<file path="src/rtl/spi_frame_pkg.sv">
// Shared definitions for framing sensor samples onto the 16-bit SPI slave write path.
// Used by sensor_spi_scheduler and its round-robin arbiter.
package spi_frame_pkg;

  localparam int         WORD_W    = 16;
  localparam logic [3:0] HDR_MAGIC = 4'hA;

  typedef enum logic [2:0] {
    IDLE,
    HEADER,
    PAYLOAD,
    TRAILER,
    DONE
  } state_t;

  // Number of 16-bit payload words carrying a 2*bitwidth sample.
  function automatic int npay(input int bitwidth);
    return (2 * bitwidth) / WORD_W;
  endfunction

endpackage

</file>
<file path="src/rtl/rr_arbiter.sv">
// Combinational round-robin pick: first set request at or above ptr, wrapping.
// Grant index is binary; gnt_vld is low when no request is set.
module rr_arbiter #(
  parameter int N = 4,
  localparam int IW = (N > 1) ? $clog2(N) : 1
) (
  input  logic [N-1:0]  req,
  input  logic [IW-1:0] ptr,
  output logic          gnt_vld,
  output logic [IW-1:0] gnt_idx
);

  int j;

  // Scan offsets from the far end so the nearest request to ptr is written last.
  always_comb begin
    gnt_vld = 1'b0;
    gnt_idx = '0;
    j       = 0;
    for (int i = N - 1; i >= 0; i--) begin
      j = int'(ptr) + i;
      if (j >= N) j = j - N;
      if (req[j]) begin
        gnt_vld = 1'b1;
        gnt_idx = IW'(j);
      end
    end
  end

endmodule

</file>
<file path="src/rtl/sensor_spi_scheduler.sv">
// Round-robin scheduler framing one sensor sample at a time onto the SPI slave write path.
// Optional checksum trailer word enabled by defining SPI_FRAME_CHECKSUM_EN.
module sensor_spi_scheduler
  import spi_frame_pkg::*;
#(
  parameter int SENSORS  = 4,
  parameter int BITWIDTH = 32
) (
  input  logic                            clk,
  input  logic                            rst,
  input  logic [SENSORS-1:0]              req,
  input  logic [2*SENSORS*BITWIDTH-1:0]   data,
  output logic [SENSORS-1:0]              ack,
  output logic                            write,
  input  logic                            write_ready,
  output logic [15:0]                     write_data,
  output logic                            busy,
  output logic [3:0]                      seq
);

  localparam int SMP_W = 2 * BITWIDTH;
  localparam int NPAY  = npay(BITWIDTH);
  localparam int CH_W  = (SENSORS > 1) ? $clog2(SENSORS) : 1;
  localparam int IDX_W = (NPAY > 1) ? $clog2(NPAY) : 1;

  state_t            state_q, state_d;
  logic [CH_W-1:0]   chan_q;
  logic [CH_W-1:0]   rr_q;
  logic [SMP_W-1:0]  snap_q;
  logic [IDX_W-1:0]  widx_q;
  logic [3:0]        seq_q;

  logic              gnt_vld;
  logic [CH_W-1:0]   gnt_idx;
  logic [3:0]        hdr_chan;
  logic              last_word;
  logic [SMP_W-1:0]  snap_shift;
  logic [WORD_W-1:0] word_cur;

`ifdef SPI_FRAME_CHECKSUM_EN
  logic [WORD_W-1:0] csum_q;
`endif

  rr_arbiter #(.N(SENSORS)) u_arb (
    .req     (req),
    .ptr     (rr_q),
    .gnt_vld (gnt_vld),
    .gnt_idx (gnt_idx)
  );

  // Most-significant word first: shift the current word to the top of the snapshot.
  assign snap_shift = snap_q << (int'(widx_q) * WORD_W);
  assign word_cur   = snap_shift[SMP_W-1 -: WORD_W];
  assign last_word  = (widx_q == IDX_W'(NPAY - 1));
  assign hdr_chan   = 4'(chan_q);
  assign seq        = seq_q;

  always_comb begin
    state_d    = state_q;
    write      = 1'b0;
    write_data = '0;
    busy       = 1'b0;
    ack        = '0;
    case (state_q)
      IDLE: begin
        if (gnt_vld) state_d = HEADER;
      end
      HEADER: begin
        write      = 1'b1;
        busy       = 1'b1;
        write_data = {HDR_MAGIC, seq_q, 4'h0, hdr_chan};
        if (write_ready) state_d = PAYLOAD;
      end
      PAYLOAD: begin
        write      = 1'b1;
        busy       = 1'b1;
        write_data = word_cur;
`ifdef SPI_FRAME_CHECKSUM_EN
        if (write_ready && last_word) state_d = TRAILER;
`else
        if (write_ready && last_word) state_d = DONE;
`endif
      end
`ifdef SPI_FRAME_CHECKSUM_EN
      TRAILER: begin
        write      = 1'b1;
        busy       = 1'b1;
        write_data = csum_q;
        if (write_ready) state_d = DONE;
      end
`endif
      DONE: begin
        ack[chan_q] = 1'b1;
        state_d     = IDLE;
      end
      default: state_d = IDLE;
    endcase
  end

  always_ff @(posedge clk) begin
    if (!rst) begin
      state_q <= IDLE;
      chan_q  <= '0;
      rr_q    <= '0;
      snap_q  <= '0;
      widx_q  <= '0;
      seq_q   <= '0;
`ifdef SPI_FRAME_CHECKSUM_EN
      csum_q  <= '0;
`endif
    end else begin
      state_q <= state_d;
      case (state_q)
        IDLE: begin
          if (gnt_vld) begin
            chan_q <= gnt_idx;
            snap_q <= data[int'(gnt_idx)*SMP_W +: SMP_W];
            widx_q <= '0;
`ifdef SPI_FRAME_CHECKSUM_EN
            csum_q <= '0;
`endif
          end
        end
        PAYLOAD: begin
          if (write_ready) begin
            widx_q <= widx_q + 1'b1;
`ifdef SPI_FRAME_CHECKSUM_EN
            csum_q <= csum_q ^ word_cur;
`endif
          end
        end
        DONE: begin
          seq_q <= seq_q + 1'b1;
          rr_q  <= (chan_q == CH_W'(SENSORS - 1)) ? '0 : chan_q + 1'b1;
        end
        default: ;
      endcase
    end
  end

endmodule

</file>
<file path="config.mk">
export PLATFORM = sky130hd
export DESIGN_NAME = sensor_spi_scheduler
export DESIGN_NICKNAME = d
export VERILOG_FILES = /design/src/rtl/spi_frame_pkg.sv /design/src/rtl/rr_arbiter.sv /design/src/rtl/sensor_spi_scheduler.sv
export SDC_FILE = /design/constraint.sdc
export NUM_CORES = 1
export LEC_CHECK = 0
export CAP_MARGIN = 10
export CORE_MARGIN = 2
export CORE_UTILIZATION = 42
export DETAILED_ROUTE_END_ITERATION = 10
export GPL_TIMING_DRIVEN = 1
export MAX_ROUTING_LAYER = met4
export PLACE_DENSITY = 0.83
export SYNTH_ARGS = -nofsm -noshare
export SYNTH_HDL_FRONTEND = slang
export SYNTH_SLANG_ARGS = --single-unit
</file>
<file path="constraint.sdc">
create_clock -name clk -period 2.2 [get_ports clk]
set_input_delay 0.44 -clock clk [delete_from_list [all_inputs] [get_ports clk]]
set_output_delay 0.44 -clock clk [all_outputs]
set_load 0.1 [all_outputs]
</file>
Yosys cells after proc, flatten, opt, wreduce, memory -nomap -nowiden --
Index checks and enable logic that the tools add are counted. Widths: inputs -> output; s select.
Cells by class: add/subtract/negate cells 10, magnitude comparators 10, equality and inequality tests 9, shifts and indexed selects 2, multiplexer cells 37, reductions and logical operators 8
Operators with widths (number):
- $shiftx 256x9->64 | 1
- $lt 32x4->1 const B | 4
- $mux 32 | 4
- $ge 32x4->1 const B | 3
- $sub 32x4->32 const B | 3
- $shl 64x6->64 | 1
- $pmux 16 s2 | 1
- $mux 1 | 14
- $mux 2 | 7
- $mux 3 | 3
- $pmux 3 s3 | 1
- $bmux 1 s2 | 4
- $ne 2x2->1 const B | 4
- $add 2x2->3 const B | 2
- $reduce_and 3->1 | 2
- $add 2x1->2 const B | 2
- $add 4x1->4 const B | 1
- $eq 2x2->1 const B | 2
- $mux 4 | 1
- $pmux 2 s2 | 1
- $sub 2x3->4 const B | 1
- $add 2x1->3 const B | 1
- $eq 3x1->1 const B | 1
- $eq 3x2->1 const B | 1
- 10 further kinds | 11
Word-level totals: bits in registers 77, input port bits 263, output and inout bits 26, logic and storage cells 82

Longest topological paths before layout --
word-level depth 12, gate-level depth with buffers 8, depth with buffers taken out 5

By module --
A second synthesis with hierarchy kept.
Unflattened totals: cell total of the unflattened synthesis 354, area total of the unflattened synthesis 4732.0 µm²
Modules (own cells, without submodules):
- sensor_spi_scheduler | times used 1, cells each 341, area an instance 4654.5 µm², seq. area each 1541.5 µm²
- rr_arbiter | times used 1, cells each 13, area an instance 77.6 µm², seq. area each 0.0 µm²

Least setup slack after synthesis --
OpenSTA, ideal clock, no wires.
path kind reg-to-output, start point register seq_q[0] (netlist: seq[0]), end point output write_data[8], arrival time 2.503 ns, required time 1.760 ns, path slack -0.743 ns, cell stages (with the launch flop) 3, buffers on the path 0, cell sequence dfxtp_1 > a22oi_1 > nor2_1
On the way: word-level cells in the longest chain between the ends 1
Ends and longest elaborated chain:
- start, declared | RTL line sensor_spi_scheduler.sv:31 | logic [3:0] seq_q;
- start signal, assigned | RTL line sensor_spi_scheduler.sv:133 | seq_q <= seq_q + 1'b1;
- $pmux 16 s2 | RTL line sensor_spi_scheduler.sv:64 | case (state_q)
- end, declared | RTL line sensor_spi_scheduler.sv:16 | output logic [15:0] write_data,
Every way passes these cells.

Final worst setup path --
start point register widx_q[1], end point output write_data[9]
On the way: word-level cells in the longest chain between the ends 2
Ends and longest elaborated chain:
- start, declared | RTL line sensor_spi_scheduler.sv:30 | logic [IDX_W-1:0] widx_q;
- start signal, assigned | RTL line sensor_spi_scheduler.sv:126 | widx_q <= widx_q + 1'b1;
- $shl 64x6->64 | RTL line sensor_spi_scheduler.sv:52 | assign snap_shift = snap_q << (int'(widx_q) * WORD_W);
- $pmux 16 s2 | RTL line sensor_spi_scheduler.sv:64
Every way passes these cells.

==> flow_summary.yaml <==
placement:
  place.gp.congestion: 0.915
  dp_cells: 1099
  io_buffers: 288
  dp_hpwl_mm: 18.0
synthesis:
  synth.distinct_cells: 41
  avgSynthCellArea_um2: 8.81
  synth_area_leader_cell: "dfxtp_1"
  ys_seq_area_share_pct: 26.3
  synthTopCellsByCount: "77 x dfxtp_1, 73 x nand2_1, 67 x mux2i_1"
  synth_nets: 934
  synth_seq_cells: 77
  yosysTopAreaCellShare_pct: 26.3
  ys_warn_count: 0
  yosysMostFrequentCell: "dfxtp_1"
  syn_area_um2: 5860
  synth_edf_count: 0
  synthCells: 665
  synth_ff_type: "dfxtp_1"
  async_flop_share_pct: 0
  synth_area_leaders: "dfxtp_1 26%, mux2i_1 11%, a211o_1 9.7%"
routing:
  drt-wirelength-per-cell_um: 21.9
  drt-total-wl_mm: 24.5
  drt_pre_antenna_iters: 7
  ant_nets: 0
  vias_per_cell: 6.13
  num_vias: 6864
  drc: 0
  initialDrtViolationCount: 729
clocking:
  clkSlewWorstSetupHoldPaths_ps: 60
  clock_tree.root_cell: "clkbuf_16"
  clock_latency_ps: 330
  cts_hold_buffers: 0
  clkSinkCount: 77
  htreeDepth: 3
  cts_max_path_buffers: 2
  cts-buffers-inserted: 9
  cts_tree: "done"
power_and_ir_drop:
  switching_power_uw: 1430
  combPwrFrac_pct: 32.2
  powerDensity_nw_per_um2: 504
  seq_power_share_pct: 33.2
  ir_worst_vdd_uv: 455
  switching_share_pct: 28.6
  leakagePower_uw: 0.00364
  p_int_uw: 3580
  clkPwrFrac_pct: 34.6
flow_run:
  drv_cap: 0
floorplan:
  start_util_pct: 42.5
  die_h_um: 122
  placementRows: 43
  die_area_um2: 14900
  design.core.area_um2: 13800
  chipWidth_um: 122
  ios: 289
sta:
  grt_setup_unrepaired: "true"
  fmax_mhz: 443
  fin_crit_sh_pct: 103
  final.setup_skew_ps: 6.79
  layout_min_cycle_time_ps: 2260
  slew_headroom_pct: 74.4
  worst_slack_ps: -55.4
  finalHoldViolations: 0
  tightestPinTransition_ps: 382
  maxSlewViolCount: 0
  timing.hold.ws_ps: 467
  setup_viol: 6
worst_setup_path:
  cp.required_ps: 1760
  cp-end-kind: "primary output"
  crit_type: "flip-flop to primary output"
  rrSetupSlack_ps: 170
  start_kind: "flip-flop"
  arrival_ps: 1820
  worstPathMaxFanout: 5
  r2r-end: "snap_q[33]"
  rr_startpoint: "rr_q[1]"
  r2r_cells: 8
finish:
  fin_util_pct: 72.3
  fillers: 1041
  area_growth_pct: 69.8
  drive_above_1_share_pct: 16.8
  instances_no_fill: 1119
  diodes: 0
  nets: 1203
min_path:
  hold_depth: 2
  hp-class: "flip-flop to flip-flop"
  hold_path_startpoint: "snap_q[30]"
  min_to: "snap_q[30]"
global_route:
  grt_pass1_vias: 6601
  grt_max_degree: 42
  grt_usage_pct: 33.0
  grt_pass1_wl_mm: 36.5
  grt_antenna_before_repair: 0
  grt_overflow: 0
status:
  failed_checks: "negative setup slack"
  outcome: "finished, violations left"
[worst max path at each step]
stage	startpoint	endpoint	cells past startpoint
global placement	req[2]	snap_q[30]	9
finish	widx_q[1]	write_data[9]	5
CTS	widx_q[1]	write_data[13]	6
detailed placement	req[2]	snap_q[30]	9
floorplan	state_q[2]	ack[1]	3
global route	widx_q[1]	write_data[9]	5
[per-stage QoR]
| step | setup WS, ps | instance area (um2) | total power (uW) | TNS, ps |
|---|---|---|---|---|
| CTS | -80.7 | 9990 | 5000 | -374 |
| finish | -55.4 | 9950 | 5010 | -145 |
| detailed placement | -264 | 9480 | 3270 | -10730 |
| global route | -89.4 | 9950 | 5180 | -471 |
| floorplan | -193 | 5930 | 2420 | -501 |
| global placement | -214 | 9480 | 3250 | -8120 |
[critical path: stages (launching register included)]
cell and delay (ps):
dfxtp_4 400, buf_12 130, mux4_2 540, a22oi_2 190, nor2_4 50, buf_12 160
[timing repair]
| item | CTS | global route |
|---|---|---|
| endpoints found under the setup margin | 16 | 80 |
| pin swaps | 16 | 4 |
| gates cloned | 2 | 0 |
| gates resized for setup | 23 | 4 |
| setup buffers | 4 | 0 |
[power by group through the flow]
stage	Clock (uW)	Sequential [uW]	Combinational [uW]
6_report	1730	1660	1610
4_1_cts	1740	1660	1600
5_1_grt	1800	1670	1710
2_1_floorplan	0	1620	797
3_5_place_dp	0	1690	1580
3_3_place_gp	0	1690	1560
[layout by cell type, fill, tap and decap left out, drive strengths merged]
| cell type | n |
|---|---|
| a211o | 65 |
| a21boi | 3 |
| a21o | 1 |
| a21oi | 7 |
| a22oi | 7 |
| and2 | 14 |
| and3 | 4 |
| and4 | 1 |
| buf | 83 |
| bufinv | 3 |
| clkbuf | 12 |
| clkdlybuf4s50 | 262 |
| clkinv | 1 |
| dfxtp | 77 |
| ha | 6 |
| inv | 6 |
| mux2i | 67 |
| mux4 | 16 |
| nand2 | 74 |
| nand2b | 2 |
| nand3 | 4 |
| nand4 | 65 |
| nor2 | 13 |
| nor2b | 4 |
| nor3 | 2 |
| nor3b | 1 |
| nor4 | 1 |
| o211ai | 64 |
| o21ai | 2 |
| o21ba | 1 |
| o2bb2a | 1 |
| o31ai | 64 |
| or2 | 1 |
| or4 | 2 |
| xnor2 | 3 |
[state kept, by name (all words and copies together), names as in the netlist]
name     cells
rr_q         2
chan_q       2
snap_q      64
seq          4
widx_q       2
state_q      3
[per-layer routing]
| metal | share of wire, % | vias to the layer above | track usage [%] |
|---|---|---|---|
| met4 | 3.4 | 0 | 12.3 |
| li1 | - | 3147 | - |
| met5 | 0 | - | - |
| met2 | 50 | 386 | 55.1 |
| met1 | 38 | 3281 | 39.5 |
| met3 | 8.0 | 50 | 6.13 |
[area by class of cell]
type | count | area (um2) | share of cell area (%)
Clock buffer | 12 | 246 | 2.48
Clock inverter | 4 | 95.1 | 0.955
Tap cell | 180 | 225 | 2.26
Multi-Input combinational cell | 495 | 3960 | 39.8
Inverter | 6 | 22.5 | 0.226
Sequential cell | 77 | 1550 | 15.6
Timing Repair Buffer | 345 | 3850 | 38.7
[logic make-up (layout without fill, tap and decap cells)]
logic type	count (synthesis)	after routing	share of synthesized area (%)
compound gates	215	215	28.6
simple gates	188	188	16.7
buf+inv	93	367	9.03
mux	83	83	17.6
flops	77	77	26.3
fa+ha+maj	6	6	1.28
xor+xnor	3	3	0.449
No activity file was read; power rests on OpenSTA's default activity.
